`config.mk`:
```
export PLATFORM = sky130hd
export DESIGN_NAME = bus_master_if_flat
export DESIGN_NICKNAME = d
export VERILOG_FILES = /design/src/rtl/bus_master_if_pkg.sv /design/src/rtl/bus_master_if_if.sv /design/src/rtl/bus_master_if.sv /design/src/flat_wrapper.sv
export SDC_FILE = /design/constraint.sdc
export NUM_CORES = 1
export LEC_CHECK = 0
export CELL_PAD_IN_SITES_DETAIL_PLACEMENT = 1
export CELL_PAD_IN_SITES_GLOBAL_PLACEMENT = 1
export CORE_MARGIN = 4
export CORE_UTILIZATION = 34
export DETAILED_ROUTE_END_ITERATION = 16
export HOLD_SLACK_MARGIN = 0.12
export PLACE_DENSITY = 0.85
export SYNTH_ARGS = -nofsm -noshare
export SYNTH_HDL_FRONTEND = slang
export SYNTH_SLANG_ARGS = --single-unit
```
`constraint.sdc`:
```
create_clock -name clk -period 3.06 [get_ports clk]
set_input_delay 0.612 -clock clk [delete_from_list [all_inputs] [get_ports clk]]
set_output_delay 0.612 -clock clk [all_outputs]
set_load 0.02 [all_outputs]
```
`src/rtl/bus_master_if_pkg.sv`:
```
// Shared definitions for the bus master interface slice.
// Contents:
//   WORD_W_DEF / ADDR_W_DEF : default data and word-address widths
//   RW_READ / RW_WRITE      : encoding of the rw direction bit
//   state_e                 : transaction FSM state encoding
package bus_master_if_pkg;

  localparam int WORD_W_DEF = 32;
  localparam int ADDR_W_DEF = 30;

  localparam logic RW_READ  = 1'b1;
  localparam logic RW_WRITE = 1'b0;

  typedef enum logic [1:0] {
    IDLE   = 2'd0,
    REQ    = 2'd1,
    ACCESS = 2'd2
  } state_e;

endpackage

```
`src/rtl/bus_master_if_if.sv`:
```
// Shared-bus signal bundle between one bus master port and the arbiter/slave mux.
// Signals:
//   bus_req      master -> arbiter   request (req[n])
//   bus_grnt     arbiter -> master   grant (grnt[n])
//   bus_as       master -> bus       address strobe, active-high
//   bus_rw       master -> bus       1=read, 0=write
//   bus_addr     master -> bus       word address (mN_addr)
//   bus_wr_data  master -> bus       write data (mN_rw_data)
//   bus_rdy      slave mux -> master access complete (m_rdy)
//   bus_rd_data  slave mux -> master read data (m_rd_data)
// Modports: master (initiator side), slave (arbiter/slave-mux side).
interface bus_master_if_if
  import bus_master_if_pkg::*;
#(
  parameter int ADDR_W = ADDR_W_DEF,
  parameter int WORD_W = WORD_W_DEF
) ();

  logic              bus_req;
  logic              bus_grnt;
  logic              bus_as;
  logic              bus_rw;
  logic [ADDR_W-1:0] bus_addr;
  logic [WORD_W-1:0] bus_wr_data;
  logic              bus_rdy;
  logic [WORD_W-1:0] bus_rd_data;

  modport master (
    output bus_req,
    output bus_as,
    output bus_rw,
    output bus_addr,
    output bus_wr_data,
    input  bus_grnt,
    input  bus_rdy,
    input  bus_rd_data
  );

  modport slave (
    input  bus_req,
    input  bus_as,
    input  bus_rw,
    input  bus_addr,
    input  bus_wr_data,
    output bus_grnt,
    output bus_rdy,
    output bus_rd_data
  );

endinterface

```
`src/rtl/bus_master_if.sv`:
```
// Initiator-side bus interface: converts a single-word core access into the shared-bus
// request/grant/strobe/ready handshake and returns read data plus completion to the core.
// At most one transaction is outstanding; a watchdog aborts accesses that never see rdy.
// Ports:
//   clk, rst      clock; asynchronous active-low reset
//   core_req      access request, sampled only in IDLE
//   core_rw       1=read, 0=write
//   core_addr     word address
//   core_wr_data  write data
//   core_busy     high while a transaction is in flight
//   core_done     one-cycle completion pulse
//   core_err      valid with core_done; 1 = watchdog abort
//   core_rd_data  read data, held until the next core_done
//   bus           bus_master_if_if.master bundle (req/grnt/as/rw/addr/wr_data/rdy/rd_data)
// Parameters: WORD_W, ADDR_W, TIMEOUT (ACCESS cycles before abort, 0 disables).
module bus_master_if
  import bus_master_if_pkg::*;
#(
  parameter int WORD_W  = WORD_W_DEF,
  parameter int ADDR_W  = ADDR_W_DEF,
  parameter int TIMEOUT = 256
) (
  input  logic              clk,
  input  logic              rst,
  input  logic              core_req,
  input  logic              core_rw,
  input  logic [ADDR_W-1:0] core_addr,
  input  logic [WORD_W-1:0] core_wr_data,
  output logic              core_busy,
  output logic              core_done,
  output logic              core_err,
  output logic [WORD_W-1:0] core_rd_data,
  bus_master_if_if.master   bus
);

  // A zero TIMEOUT still needs a legal one-bit counter even though it never fires.
  localparam int WD_W = (TIMEOUT > 0) ? $clog2(TIMEOUT + 1) : 1;
  localparam logic [WD_W-1:0] WD_LAST = WD_W'((TIMEOUT > 0) ? (TIMEOUT - 1) : 0);
  localparam logic [WD_W-1:0] WD_ZERO = WD_W'(1'b0);
  localparam logic [WD_W-1:0] WD_ONE  = WD_W'(1'b1);

  state_e            state_r,        state_nxt_s;
  logic              bus_req_r,      bus_req_nxt_s;
  logic              bus_as_r,       bus_as_nxt_s;
  logic              bus_rw_r,       bus_rw_nxt_s;
  logic [ADDR_W-1:0] bus_addr_r,     bus_addr_nxt_s;
  logic [WORD_W-1:0] bus_wr_data_r,  bus_wr_data_nxt_s;
  logic              core_busy_r,    core_busy_nxt_s;
  logic              core_done_r,    core_done_nxt_s;
  logic              core_err_r,     core_err_nxt_s;
  logic [WORD_W-1:0] core_rd_data_r, core_rd_data_nxt_s;
  logic [WD_W-1:0]   wd_r,           wd_nxt_s;
  logic              timeout_s;

  assign timeout_s = (TIMEOUT != 0) && (wd_r == WD_LAST);

  // Next-state and next-output decode for the transaction FSM.
  always_comb begin
    state_nxt_s        = state_r;
    bus_req_nxt_s      = bus_req_r;
    bus_as_nxt_s       = bus_as_r;
    bus_rw_nxt_s       = bus_rw_r;
    bus_addr_nxt_s     = bus_addr_r;
    bus_wr_data_nxt_s  = bus_wr_data_r;
    core_done_nxt_s    = 1'b0;
    core_err_nxt_s     = core_err_r;
    core_rd_data_nxt_s = core_rd_data_r;
    wd_nxt_s           = wd_r;

    case (state_r)
      IDLE: begin
        // core_done is registered, so a request seen in the done cycle is taken here.
        if (core_req) begin
          bus_rw_nxt_s      = core_rw;
          bus_addr_nxt_s    = core_addr;
          bus_wr_data_nxt_s = core_wr_data;
          bus_req_nxt_s     = 1'b1;
          state_nxt_s       = REQ;
        end else begin
          state_nxt_s = IDLE;
        end
      end

      REQ: begin
        // No limit on arbitration wait; the watchdog only guards the slave.
        if (bus.bus_grnt) begin
          bus_as_nxt_s = 1'b1;
          wd_nxt_s     = WD_ZERO;
          state_nxt_s  = ACCESS;
        end else begin
          state_nxt_s = REQ;
        end
      end

      ACCESS: begin
        // rdy has priority over both lost grant and timeout.
        if (bus.bus_rdy) begin
          if (bus_rw_r == RW_READ) begin
            core_rd_data_nxt_s = bus.bus_rd_data;
          end else begin
            core_rd_data_nxt_s = core_rd_data_r;
          end
          core_done_nxt_s = 1'b1;
          core_err_nxt_s  = 1'b0;
          bus_req_nxt_s   = 1'b0;
          bus_as_nxt_s    = 1'b0;
          wd_nxt_s        = WD_ZERO;
          state_nxt_s     = IDLE;
        end else if (!bus.bus_grnt) begin
          // Grant taken away mid-access: drop strobe and re-arbitrate with req still high.
          bus_as_nxt_s = 1'b0;
          wd_nxt_s     = WD_ZERO;
          state_nxt_s  = REQ;
        end else if (timeout_s) begin
          core_done_nxt_s    = 1'b1;
          core_err_nxt_s     = 1'b1;
          core_rd_data_nxt_s = {WORD_W{1'b0}};
          bus_req_nxt_s      = 1'b0;
          bus_as_nxt_s       = 1'b0;
          wd_nxt_s           = WD_ZERO;
          state_nxt_s        = IDLE;
        end else begin
          wd_nxt_s    = wd_r + WD_ONE;
          state_nxt_s = ACCESS;
        end
      end

      default: begin
        bus_req_nxt_s = 1'b0;
        bus_as_nxt_s  = 1'b0;
        wd_nxt_s      = WD_ZERO;
        state_nxt_s   = IDLE;
      end
    endcase

    core_busy_nxt_s = (state_nxt_s != IDLE);
  end

  // State and registered-output update with asynchronous reset.
  always_ff @(posedge clk or negedge rst) begin
    if (!rst) begin
      state_r        <= IDLE;
      bus_req_r      <= 1'b0;
      bus_as_r       <= 1'b0;
      bus_rw_r       <= RW_READ;
      bus_addr_r     <= {ADDR_W{1'b0}};
      bus_wr_data_r  <= {WORD_W{1'b0}};
      core_busy_r    <= 1'b0;
      core_done_r    <= 1'b0;
      core_err_r     <= 1'b0;
      core_rd_data_r <= {WORD_W{1'b0}};
      wd_r           <= WD_ZERO;
    end else begin
      state_r        <= state_nxt_s;
      bus_req_r      <= bus_req_nxt_s;
      bus_as_r       <= bus_as_nxt_s;
      bus_rw_r       <= bus_rw_nxt_s;
      bus_addr_r     <= bus_addr_nxt_s;
      bus_wr_data_r  <= bus_wr_data_nxt_s;
      core_busy_r    <= core_busy_nxt_s;
      core_done_r    <= core_done_nxt_s;
      core_err_r     <= core_err_nxt_s;
      core_rd_data_r <= core_rd_data_nxt_s;
      wd_r           <= wd_nxt_s;
    end
  end

  assign core_busy       = core_busy_r;
  assign core_done       = core_done_r;
  assign core_err        = core_err_r;
  assign core_rd_data    = core_rd_data_r;
  assign bus.bus_req     = bus_req_r;
  assign bus.bus_as      = bus_as_r;
  assign bus.bus_rw      = bus_rw_r;
  assign bus.bus_addr    = bus_addr_r;
  assign bus.bus_wr_data = bus_wr_data_r;

endmodule

```
`src/flat_wrapper.sv`:
```
// flat-port wrapper written by rule: the top's interface ports become plain ports
module bus_master_if_flat import bus_master_if_pkg::*;
#(
  parameter int WORD_W  = WORD_W_DEF,
  parameter int ADDR_W  = ADDR_W_DEF,
  parameter int TIMEOUT = 256
)
  (clk, rst, core_req, core_rw, core_addr, core_wr_data, core_busy, core_done, core_err, core_rd_data, bus_bus_req, bus_bus_as, bus_bus_rw, bus_bus_addr, bus_bus_wr_data, bus_bus_grnt, bus_bus_rdy, bus_bus_rd_data);
  bus_master_if_if #(.ADDR_W(ADDR_W), .WORD_W(WORD_W)) bus_i ();
  input  logic clk;
  input  logic rst;
  input  logic core_req;
  input  logic core_rw;
  input  logic [ADDR_W-1:0] core_addr;
  input  logic [WORD_W-1:0] core_wr_data;
  output logic core_busy;
  output logic core_done;
  output logic core_err;
  output logic [WORD_W-1:0] core_rd_data;
  output wire logic [$bits(bus_i.bus_req)-1:0] bus_bus_req;
  output wire logic [$bits(bus_i.bus_as)-1:0] bus_bus_as;
  output wire logic [$bits(bus_i.bus_rw)-1:0] bus_bus_rw;
  output wire logic [$bits(bus_i.bus_addr)-1:0] bus_bus_addr;
  output wire logic [$bits(bus_i.bus_wr_data)-1:0] bus_bus_wr_data;
  input wire logic [$bits(bus_i.bus_grnt)-1:0] bus_bus_grnt;
  input wire logic [$bits(bus_i.bus_rdy)-1:0] bus_bus_rdy;
  input wire logic [$bits(bus_i.bus_rd_data)-1:0] bus_bus_rd_data;
  assign bus_bus_req = bus_i.bus_req;
  assign bus_bus_as = bus_i.bus_as;
  assign bus_bus_rw = bus_i.bus_rw;
  assign bus_bus_addr = bus_i.bus_addr;
  assign bus_bus_wr_data = bus_i.bus_wr_data;
  assign bus_i.bus_grnt = bus_bus_grnt;
  assign bus_i.bus_rdy = bus_bus_rdy;
  assign bus_i.bus_rd_data = bus_bus_rd_data;
  bus_master_if #(.WORD_W(WORD_W), .ADDR_W(ADDR_W), .TIMEOUT(TIMEOUT)) u_core (.clk(clk), .rst(rst), .core_req(core_req), .core_rw(core_rw), .core_addr(core_addr), .core_wr_data(core_wr_data), .core_busy(core_busy), .core_done(core_done), .core_err(core_err), .core_rd_data(core_rd_data), .bus(bus_i));
endmodule
```
## After elaboration in Yosys (flattened, before gate mapping)

Index checks and enable logic that the tools add are counted.

| operators by class | value |
|---|---|
| reductions and logical operators | 10 |
| equality and inequality tests | 9 |
| bitwise logic cells | 2 |
| mux-type cells | 31 |
| add/sub/neg operators | 1 |

Operators with widths:

| kind | count |
|---|---|
| $mux W32 | 4 |
| $mux W9 | 4 |
| $pmux W9 S3 | 1 |
| $mux W1 | 15 |
| $add A9 B1 Y9 const B | 1 |
| $eq A9 B8 Y1 const B | 1 |
| $mux W2 | 4 |
| $reduce_and A4 Y1 | 2 |
| $pmux W1 S3 | 2 |
| $pmux W2 S3 | 1 |
| $reduce_and A3 Y1 | 2 |
| $reduce_bool A2 Y1 | 3 |
| $ne A2 B2 Y1 const B | 2 |
| $ne A4 B3 Y1 const B | 1 |
| $reduce_and A2 Y1 | 2 |
| $ne A3 B2 Y1 const B | 1 |
| $ne A3 B3 Y1 const B | 1 |
| $eq A2 B1 Y1 const B | 1 |
| $eq A2 B2 Y1 const B | 1 |
| $logic_not A2 Y1 | 1 |
| $ne A2 B1 Y1 const B | 1 |
| $not A1 Y1 | 2 |

| storage, ports and cells | value |
|---|---|
| flip-flop bits (word level) | 111 |
| input bits | 100 |
| output and inout port bits | 100 |

## Depth between registers and ports, before layout

Gate-level depths: netlist of run 1.

| logic depth | value |
|---|---|
| depth after elaboration | 6 |
| depth in mapped cells | 7 |
| gate-level depth less buffers | 5 |

## Worst setup path after synthesis of run 1

OpenSTA, ideal clock, no wires.

| timing | value |
|---|---|
| path kind | input port to flip-flop |
| start point | input core_req |
| end point | register u_core.bus_addr_r[0] (netlist: u_core.bus.bus_addr[0]) |
| arrival time | 1.503 ns |
| buffers on the path | 2 |
| stages | 4 |
| data required time | 2.935 ns |
| slack | 1.433 ns |
| path through | nor3b_1 > buf_2 > buf_2 > mux2_2 |

| between the ends | value |
|---|---|
| longest elaborated chain between the ends | 1 |

Ends and longest elaborated chain:

| element | RTL line | text |
|---|---|---|
| from (decl) | flat_wrapper.sv:12 | `input logic core_req;` |
| $reduce_and A2 Y1 (no source line) | - |  |
| to (signal assigned) | bus_master_if.sv:146 | `bus_addr_r <= {ADDR_W{1'b0}};` |
| to (signal assigned) | bus_master_if.sv:158 | `bus_addr_r <= bus_addr_nxt_s;` |
| to (decl) | bus_master_if.sv:46 | `logic [ADDR_W-1:0] bus_addr_r, bus_addr_nxt_s;` |

No other way between the ends.
A chain may end at the register's enable or synchronous reset.

## Worst setup path in the final report of run 1

| timing | value |
|---|---|
| start point | register u_core.bus_rw_r (netlist: u_core.bus.bus_rw) |
| end point | output bus_bus_rw |

RTL lines:

| element | RTL line | text |
|---|---|---|
| from (decl) | bus_master_if.sv:45 | `logic bus_rw_r, bus_rw_nxt_s;` |
| from (signal assigned) | bus_master_if.sv:157 | `bus_rw_r <= bus_rw_nxt_s;` |
| to (decl) | flat_wrapper.sv:22 | `output wire logic [$bits(bus_i.bus_rw)-1:0] bus_bus_rw;` |

No word-level cell between the ends.

==> results of run 1 <==
==> per-layer routing <==
metal / global-route usage (%) / wire, um
met5: 0 / 0
met4: 5.37 / 161
met3: 7.63 / 1180
met2: 31.2 / 6400
met1: 21.0 / 4960
==> synth_stat cells <==
library cell / n
sky130_fd_sc_hd__a31oi_1: 1
sky130_fd_sc_hd__a21oi_1: 7
sky130_fd_sc_hd__clkbuf_2: 1
sky130_fd_sc_hd__buf_4: 1
sky130_fd_sc_hd__nor2b_4: 1
sky130_fd_sc_hd__o21ai_0: 5
sky130_fd_sc_hd__xnor2_1: 3
sky130_fd_sc_hd__and4_1: 1
sky130_fd_sc_hd__nor4_1: 1
sky130_fd_sc_hd__nor2_1: 6
sky130_fd_sc_hd__o21bai_1: 1
sky130_fd_sc_hd__clkbuf_1: 1
sky130_fd_sc_hd__dfrtp_1: 110
sky130_fd_sc_hd__a21o_1: 1
sky130_fd_sc_hd__and4b_1: 1
sky130_fd_sc_hd__or4b_1: 1
sky130_fd_sc_hd__nor3_1: 2
sky130_fd_sc_hd__buf_2: 11
sky130_fd_sc_hd__mux2_2: 63
sky130_fd_sc_hd__o31ai_1: 1
sky130_fd_sc_hd__dfstp_2: 1
sky130_fd_sc_hd__nand4bb_1: 1
sky130_fd_sc_hd__a41oi_1: 2
sky130_fd_sc_hd__o21a_1: 1
sky130_fd_sc_hd__ha_1: 1
sky130_fd_sc_hd__buf_6: 3
sky130_fd_sc_hd__and3_1: 1
sky130_fd_sc_hd__nand2_1: 9
sky130_fd_sc_hd__o21ba_4: 1
sky130_fd_sc_hd__inv_1: 2
sky130_fd_sc_hd__nor3b_1: 1
sky130_fd_sc_hd__a2bb2oi_1: 1
sky130_fd_sc_hd__nand3_1: 3
sky130_fd_sc_hd__or2_2: 1
sky130_fd_sc_hd__a22o_1: 33
sky130_fd_sc_hd__nor2b_1: 2
==> cell families after synthesis <==
logic type | count (synthesis) | synth area share, %
xor gates and xnor gates | 3 | 0.620
AOI/OAI and AO/OA | 54 | 10.1
DFF | 111 | 65.5
muxes | 63 | 16.7
and+or+nand+nor | 31 | 4.10
buffers and inverters | 19 | 2.65
adders and majority gates | 1 | 0.295
==> flip-flops by register name (all words and copies together) (netlist names) <==
name and cells:
u_core.bus.bus_addr 30, u_core.bus.bus_as 1, u_core.bus.bus_req 1, u_core.bus.bus_rw 1
u_core.bus.bus_wr_data 32, u_core.core_busy 1, u_core.core_done 1, u_core.core_err 1
u_core.core_rd_data 32, u_core.state_r 2, u_core.wd_r 9
==> placed cells by master (no fill, tap or decap), drive strengths merged <==
cell type and instances:
a21o 1, a21oi 7, a22o 33, a2bb2oi 1, a31oi 1, a41oi 2, and3 1, and4 1
and4b 1, buf 5, bufinv 1, clkbuf 12, clkdlybuf4s50 198, clkinv 3, dfrtp 110, dfstp 1
ha 1, inv 2, mux2 63, nand2 9, nand3 3, nand4bb 1, nor2 6, nor2b 3
nor3 2, nor3b 1, nor4 1, o21a 1, o21ai 5, o21ba 1, o21bai 1, o31ai 1
or2 1, or4b 1, xnor2 3
==> per-stage QoR <==
| step | utilization [%] | setup slack, ps |
|---|---|---|
| after global placement | 52.8 | 769 |
| after floorplan | - | 1430 |
| after detailed placement | 52.8 | 701 |
| after global routing | 55.2 | 898 |
| after CTS | 55.2 | 921 |
| final | 55.2 | 947 |
==> final cells by class <==
type                            count  area [um^2]  area share (%)
Inverter                            2         7.51           0.112
Timing Repair Buffer              203         2040            30.6
Tap cell                          168          210            3.14
Sequential cell                   111         2780            41.6
Clock buffer                       12          246            3.69
Multi-Input combinational cell    152         1360            20.3
Clock inverter                      4         45.0           0.674
==> final timing paths <==
kind	to	slack [ps]	cells after the start
max	bus_bus_rw	950	1
min	u_core.bus.bus_addr[6]$_DFFE_PN0P_	230	1
max reg2reg	u_core.core_rd_data[12]$_DFFE_PN0P_	1270	5
min reg2reg	u_core.core_rd_data[6]$_DFFE_PN0P_	500	1
max in group asynchronous	u_core.bus.bus_rw$_DFFE_PN1P_	2080	2
min in group clk	u_core.core_rd_data[6]$_DFFE_PN0P_	500	1
==> power breakdown <==
group,internal (uW),total (uW),switching (uW)
clock,654,1170,516
combinational,1770,3310,1540
sequential,2120,2510,391
==> results, run 1 <==
- The number of slew-limit violations in the final report is 0.
- Traced cell by cell, the critical path runs through clkdlybuf4s50_1.
- The synthesized design contains 111 register bits.
- Broken down by cell family, the worst path's largest delay share belongs to buffers and inverters.
- The largest voltage drop on the vdd net is between 400 and 500 uV.
- The TritonCTS clock tree is done.
- Data arrives at the worst endpoint at 1500 ps.
- The share of synthesized area in the top cell type comes to 64.9%.
- For the pin with the worst max-slew slack, the measured transition is 839 ps.
- The number of antenna violations at the first check in global routing is 0.
- Yosys attributes the largest share of cell area to sky130_fd_sc_hd__dfrtp_1 65%, sky130_fd_sc_hd__mux2_2 17%, sky130_fd_sc_hd__a22o_1 6.8%.
- The global-route congestion overflow total is 0.
- The distinct cell type count after synthesis is 36.
- The share of post-route cells with drive strength above 1 is between 10% and 20%.
- Tracing the worst setup path back leads to its startpoint at u_core.bus.bus_rw$_DFFE_PN1P_.
- The vertical die dimension is 120 um.
- The post-detailed-route via-to-cell ratio is 4.87.
- The final layout contains 580 nets.
- The maximum clock skew at final layout is between 8 and 9 ps.
- The flow ran to the end, and the final reports show no timing, DRC or antenna violations.
- The routability-driven placement congestion ratio is 0.792.
- The sequential cell area fraction in the yosys report is 65.5%.
- Setup repair after global routing left no endpoint under its margin.
- The final design instance area without fill is about 6700 um^2.
- The clock reaches the later pin of the worst-skew pair after about 350 ps.
- The full die area is roughly 14,000 um^2.
- In this run the tightest slew margin relative to its limit is 44.0%.
- The final antenna-violating net count is 0.
- The worst setup path is launched from a flop.
- The critical-path cell with the highest stage delay is sky130_fd_sc_hd__clkdlybuf4s50_1.
- The HPWL after detailed placement is 9420 um.
- The area growth from synthesis to layout is 57.7%.
- For the final routed database, the setup TNS stands at 0 ps.
- The number of levels the H-tree was split into is 3.
- After clock tree synthesis, the repair step resized 0 gates.
- The global-route wire length before repair is 20,200 um.
- The start of the worst register-to-register path is u_core.wd_r[0]$_DFFE_PN0P_.
- Summing over every cut layer, the via total after detailed routing is around 3,200.
- In this run the cell area of the synthesized design comes to 4240 um^2.
- At the worst endpoint, the required time is 2450 ps.
- Along the worst path, the maximum fanout reaches 3.
- The effective utilization at floorplan is 35.0%.
- The post-placement cell area is 6400 um^2.
- In this run, placement finished with an instance count of between 600 and 700.
- The total I/O pin count is 200.
- For this design the static power due to leakage is 0.00282 uW.
- The largest net degree at the start of global routing is 65.
- The time the worst path needs with I/O delays and setup is approximately 2100 ps.
- The CTS buffer count is 9.
- The buffers inserted during post-CTS setup optimization is 0.
- The number of global-route vias before repair was 3,632.
- The finished layout holds 652 standard cells, fillers aside.
- The synthesis warning total is 0.
- The number of optimization iterations in the first detailed-route pass is 4.
- The area of the core region is about 12,000 um^2.
- Max-cap violations in this run came to 0.
- Setup violations remaining at the end of the flow were counted as 0.
- For this run, design rule violations remaining after detail routing come to 0.
- For this run, the total global-route usage over all layers was measured as 18.3%.
- The critical path capture point type is a primary output.
- The minimum hold slack is 234 ps.
- The final worst-path cycle share is a little under 70%.
- The number of buffer and inverter stages on the critical path is 1.
- The number of standard-cell rows in the floorplan is 40.
- The filler cells instantiated in the layout total 1,226.
- The routed design has 12,700 um of wire.
- The buffer cell driving the clock tree root is sky130_fd_sc_hd__clkbuf_16.
- In this run the worst hold path is classified as input port to asynchronous set/reset pin.
- The number of nets in the synthesized netlist is about 380.
- The total power consumption of the routed design is around 7000 uW.
- For this run, the top clock speed supported by timing is approximately 470 MHz.
- The total inserted antenna cells is 0.
- Dividing total power by cell area gives a power density of 1050 nW/um^2.
- In the synthesized netlist, the number of instances is 282.
- The largest total area in the synthesized netlist belongs to sky130_fd_sc_hd__dfrtp_1.
- The clock transition at the registers of the reported paths is 70 ps.
- CTS saw 111 sinks.
- In the final routed layout, each cell accounts on average for 19.5 um.
- The synthesized area per cell is 15.0 um^2.
- The maximum buffer depth of the clock tree is 2.
- The die is 120 um wide.
- On the worst path, the slowest cell contributes a delay of about 600 ps.
- In this run, the number of DRC markers left after iteration 0 of detailed routing was 196.
- The count of buffers added on input and output ports is slightly below 200.
- The final hold violation count came to 0.
- In this run, post-CTS hold repair placed 0 buffers.
- The type of the worst setup path is flop to primary output.
No activity file was read; power rests on OpenSTA's default activity.
==> inputs of run 2 (changes only) <==
--- a/config.mk
+++ b/config.mk
@@ -8,10 +8,10 @@
 export CELL_PAD_IN_SITES_DETAIL_PLACEMENT = 1
 export CELL_PAD_IN_SITES_GLOBAL_PLACEMENT = 1
 export CORE_MARGIN = 4
-export CORE_UTILIZATION = 34
+export CORE_UTILIZATION = 29
 export DETAILED_ROUTE_END_ITERATION = 16
 export HOLD_SLACK_MARGIN = 0.12
-export PLACE_DENSITY = 0.85
+export PLACE_DENSITY = 0.77
 export SYNTH_ARGS = -nofsm -noshare
 export SYNTH_HDL_FRONTEND = slang
 export SYNTH_SLANG_ARGS = --single-unit
==> constraint.sdc (replaced) <==
create_clock -name clk -period 1.8 [get_ports clk]
set_input_delay 0.36 -clock clk [delete_from_list [all_inputs] [get_ports clk]]
set_output_delay 0.36 -clock clk [all_outputs]
set_load 0.02 [all_outputs]
==> results, run 2 (synthesized netlist as in run 1, its figures left out) <==
- The largest voltage drop on the vdd net is 864 uV (was 458 uV).
- The worst endpoint required time was 1440 ps (was 2450 ps).
- The signal arrival time at the worst endpoint is 1360 ps (was 1500 ps).
- The number of standard-cell rows in the floorplan is 43 (was 40).
- The routability-driven placement congestion ratio is 0.827 (was 0.792).
- The per-cell routed wire length is 19.4 um (was 19.5 um).
- The final antenna-violating net count is 0 (unchanged).
- The critical register-to-register path endpoint is u_core.core_rd_data[15]$_DFFE_PN0P_ (was u_core.core_rd_data[12]$_DFFE_PN0P_).
- The number of buffer and inverter stages on the critical path came to 1 (unchanged).
- The full die area came to 16,600 um^2 (was 14,300 um^2).
- The post-detailed-route via-to-cell ratio was 4.79 (was 4.87).
- The leading cell type in the layout, fill and taps excluded was sky130_fd_sc_hd__clkdlybuf4s50_1 (unchanged).
- The TritonCTS clock tree is done (unchanged).
- The HPWL reported at the end of detailed placement came to 9780 um (was 9420 um).
- The number of antenna violations at the first check in global routing is 0 (unchanged).
- The vertical die dimension was 129 um (was 120 um).
- The number of levels the H-tree was split into was 3 (unchanged).
- The static leakage is 0.00292 uW (was 0.00282 uW).
- The final layout net count came to 597 (was 580).
- The maximum clock skew at final layout was 8.90 ps (was 8.73 ps).
- The clock latency of the later-clocked register in the worst-skew pair is 340 ps (was 350 ps).
- The total I/O pin count came to 200 (unchanged).
- The buffers inserted during post-CTS setup optimization is 0 (unchanged).
- The type of the worst setup path was flop to primary output (unchanged).
- The total power consumption of the routed design is 12,100 uW (was 6990 uW).
- The CTS buffer count is 9 (unchanged).
- The depth of the worst register-to-register path came to 5 (unchanged).
- The total power density per cell area is 1750 nW/um^2 (was 1050 nW/um^2).
- After layout, the worst path uses 95.3% of the clock period.
- The setup slack of the worst register-to-register path is 90 ps (was 1270 ps).
- The global-route wire length before repair is 20,000 um (was 20,200 um).
- The synthesis-to-finish area growth is 62.7% (was 57.7%).
- The area of the core region is 14,100 um^2 (was 12,100 um^2).
- The clock transition at the registers of the reported paths came to 70 ps (about the same).
- The buffer cell driving the clock tree root is sky130_fd_sc_hd__clkbuf_16 (unchanged).
- Subtracting the final worst setup slack from the clock period gives 1720 ps.
- For this run, the top clock speed supported by timing is 583 MHz.
- The number of design-rule violations left by the first detailed-router iteration is 126 (was 196).
- The nature of the critical path startpoint is a flop (unchanged).
- The family with the most delay on the worst path is buffers and inverters (unchanged).
- The stage delay of the slowest cell on the critical path came to 650 ps (was 600 ps).
- The horizontal extent of the die is 129 um (was 120 um).
- The number of global-route vias before repair is 3,674 (was 3,632).
- The number of input and output port buffers inserted came to 199 (unchanged).
- The total stage count of the critical path is 1 (unchanged).
- The pin slew with the least headroom to its limit is 654 ps (was 839 ps).
- The final standard cell utilization of the core is 49.0% (was 55.2%).
- The critical path endpoint is bus_bus_addr[29] (was bus_bus_rw).
- Commonest non-fill, non-tap cells in the layout: 197 x sky130_fd_sc_hd__clkdlybuf4s50_1, 110 x sky130_fd_sc_hd__dfrtp_1, 63 x sky130_fd_sc_hd__mux2_2 (was 198 x sky130_fd_sc_hd__clkdlybuf4s50_1, 110 x sky130_fd_sc_hd__dfrtp_1, 63 x sky130_fd_sc_hd__mux2_2).
- The total inserted antenna cells came to 0 (unchanged).
- The final hold violation count is 0 (unchanged).
- The global-route usage over all layers was 15.5% (was 18.3%).
- The worst-path maximum fanout is 2 (was 3).
- The detailed-route DRC error count is 0 (unchanged).
- Result of the run: completed (unchanged).
- CP cell instances: clkdlybuf4s50_1 (unchanged).
- The number of max-capacitance violations reported is 0 (unchanged).
- The worst setup path startpoint is u_core.bus.bus_addr[29]$_DFFE_PN0P_ (was u_core.bus.bus_rw$_DFFE_PN1P_).
- The remaining max-slew budget at the tightest pin came to 56.4% (was 44.0%).
- The start of the worst register-to-register path is u_core.wd_r[0]$_DFFE_PN0P_ (unchanged).
- The clock sink count came to 111 (unchanged).
- The share of post-route cells with drive strength above 1 is 21.4% (was 18.0%).
- The global-route congestion overflow total is 0 (unchanged).
- The total detailed-routing wirelength is 13,200 um (was 12,700 um).
- The path type of the worst min-delay path is input port to asynchronous set/reset pin (unchanged).
- The critical path capture point type is a primary output (unchanged).
- The number of slew-limit violations in the final report came to 0 (unchanged).
- The critical-path cell with the highest stage delay was sky130_fd_sc_hd__clkdlybuf4s50_1 (unchanged).
- The overall via count from detail_route was 3,256 (was 3,172).
- The number of optimization iterations in the first detailed-route pass is 4 (unchanged).
- The largest net degree at the start of global routing is 37 (was 65).
- Setup repair after global routing missed its margin: yes (was no).
- The final setup violation count was 0 (unchanged).
- The maximum buffer depth of the clock tree came to 2 (unchanged).
- The effective utilization at floorplan came to 30.1% (was 35.0%).
## run 2: repair_timing
action | CTS | global route
hold buffers | 1 | 0
hold endpoints to repair | 21 | 0
pin swaps | 0 | 1
gates cloned | 0 | 2
endpoints found under the setup margin | 11 | 33
gates resized for setup | 2 | 6
## run 2: how the worst min path moves through the flow
stage                     slack [ps]                               endpoint  depth (start not counted)
after floorplan                   60     u_core.bus.bus_addr[0]$_DFFE_PN0P_                          0
after global placement           290    u_core.core_rd_data[10]$_DFFE_PN0P_                          1
after detailed placement         290    u_core.core_rd_data[10]$_DFFE_PN0P_                          1
after CTS                        470    u_core.core_rd_data[10]$_DFFE_PN0P_                          2
after global routing             510  u_core.bus.bus_wr_data[6]$_DFFE_PN0P_                          2
final                            480  u_core.bus.bus_wr_data[6]$_DFFE_PN0P_                          2
## run 2: per-layer routing
layer | global-route usage [%] | up-vias | routed length [um]
met4 | 6.79 | 0 | 318
li1 | - | 1459 | -
met2 | 25.6 | 148 | 6620
met3 | 5.69 | 22 | 1190
met1 | 18.0 | 1627 | 5090
met5 | 0 | - | 0
## run 2: metrics by stage
stage               TNS (ps)  worst slack (ps)  instance area, um^2  hold WS [ps]  cells
global placement       -6110             -85.8                 6540           288    662
global route           -45.3             -25.1                 6900           505    680
floorplan                  0               237                 4240          64.4    282
CTS                        0              18.1                 6860           473    678
finish                     0              84.7                 6900           476    680
detailed placement     -7000              -111                 6540           292    662
## run 2: area by class of cell
class	instances	area (um^2)
Clock buffer	13	270
Clock inverter	2	38.8
Fill cell	1438	7190
Inverter	2	7.51
Multi-Input combinational cell	154	1390
Sequential cell	111	2780
Tap cell	180	225
Timing Repair Buffer	218	2190
## run 2: power breakdown
part	internal, uW	switching, uW	total [uW]
Clock	1190	863	2050
Combinational	3100	2680	5790
Sequential	3600	649	4250
Total	7900	4190	12100
==> inputs of run 3 (changes only) <==
--- a/config.mk
+++ b/config.mk
@@ -9,6 +9,7 @@
 export CELL_PAD_IN_SITES_GLOBAL_PLACEMENT = 1
 export CORE_MARGIN = 4
 export CORE_UTILIZATION = 29
+export CTS_CLUSTER_DIAMETER = 200
 export DETAILED_ROUTE_END_ITERATION = 16
 export HOLD_SLACK_MARGIN = 0.12
 export PLACE_DENSITY = 0.77
==> results of run 3 <==
Same layout as run 2: the final DEF is identical, and so are final timing and power.
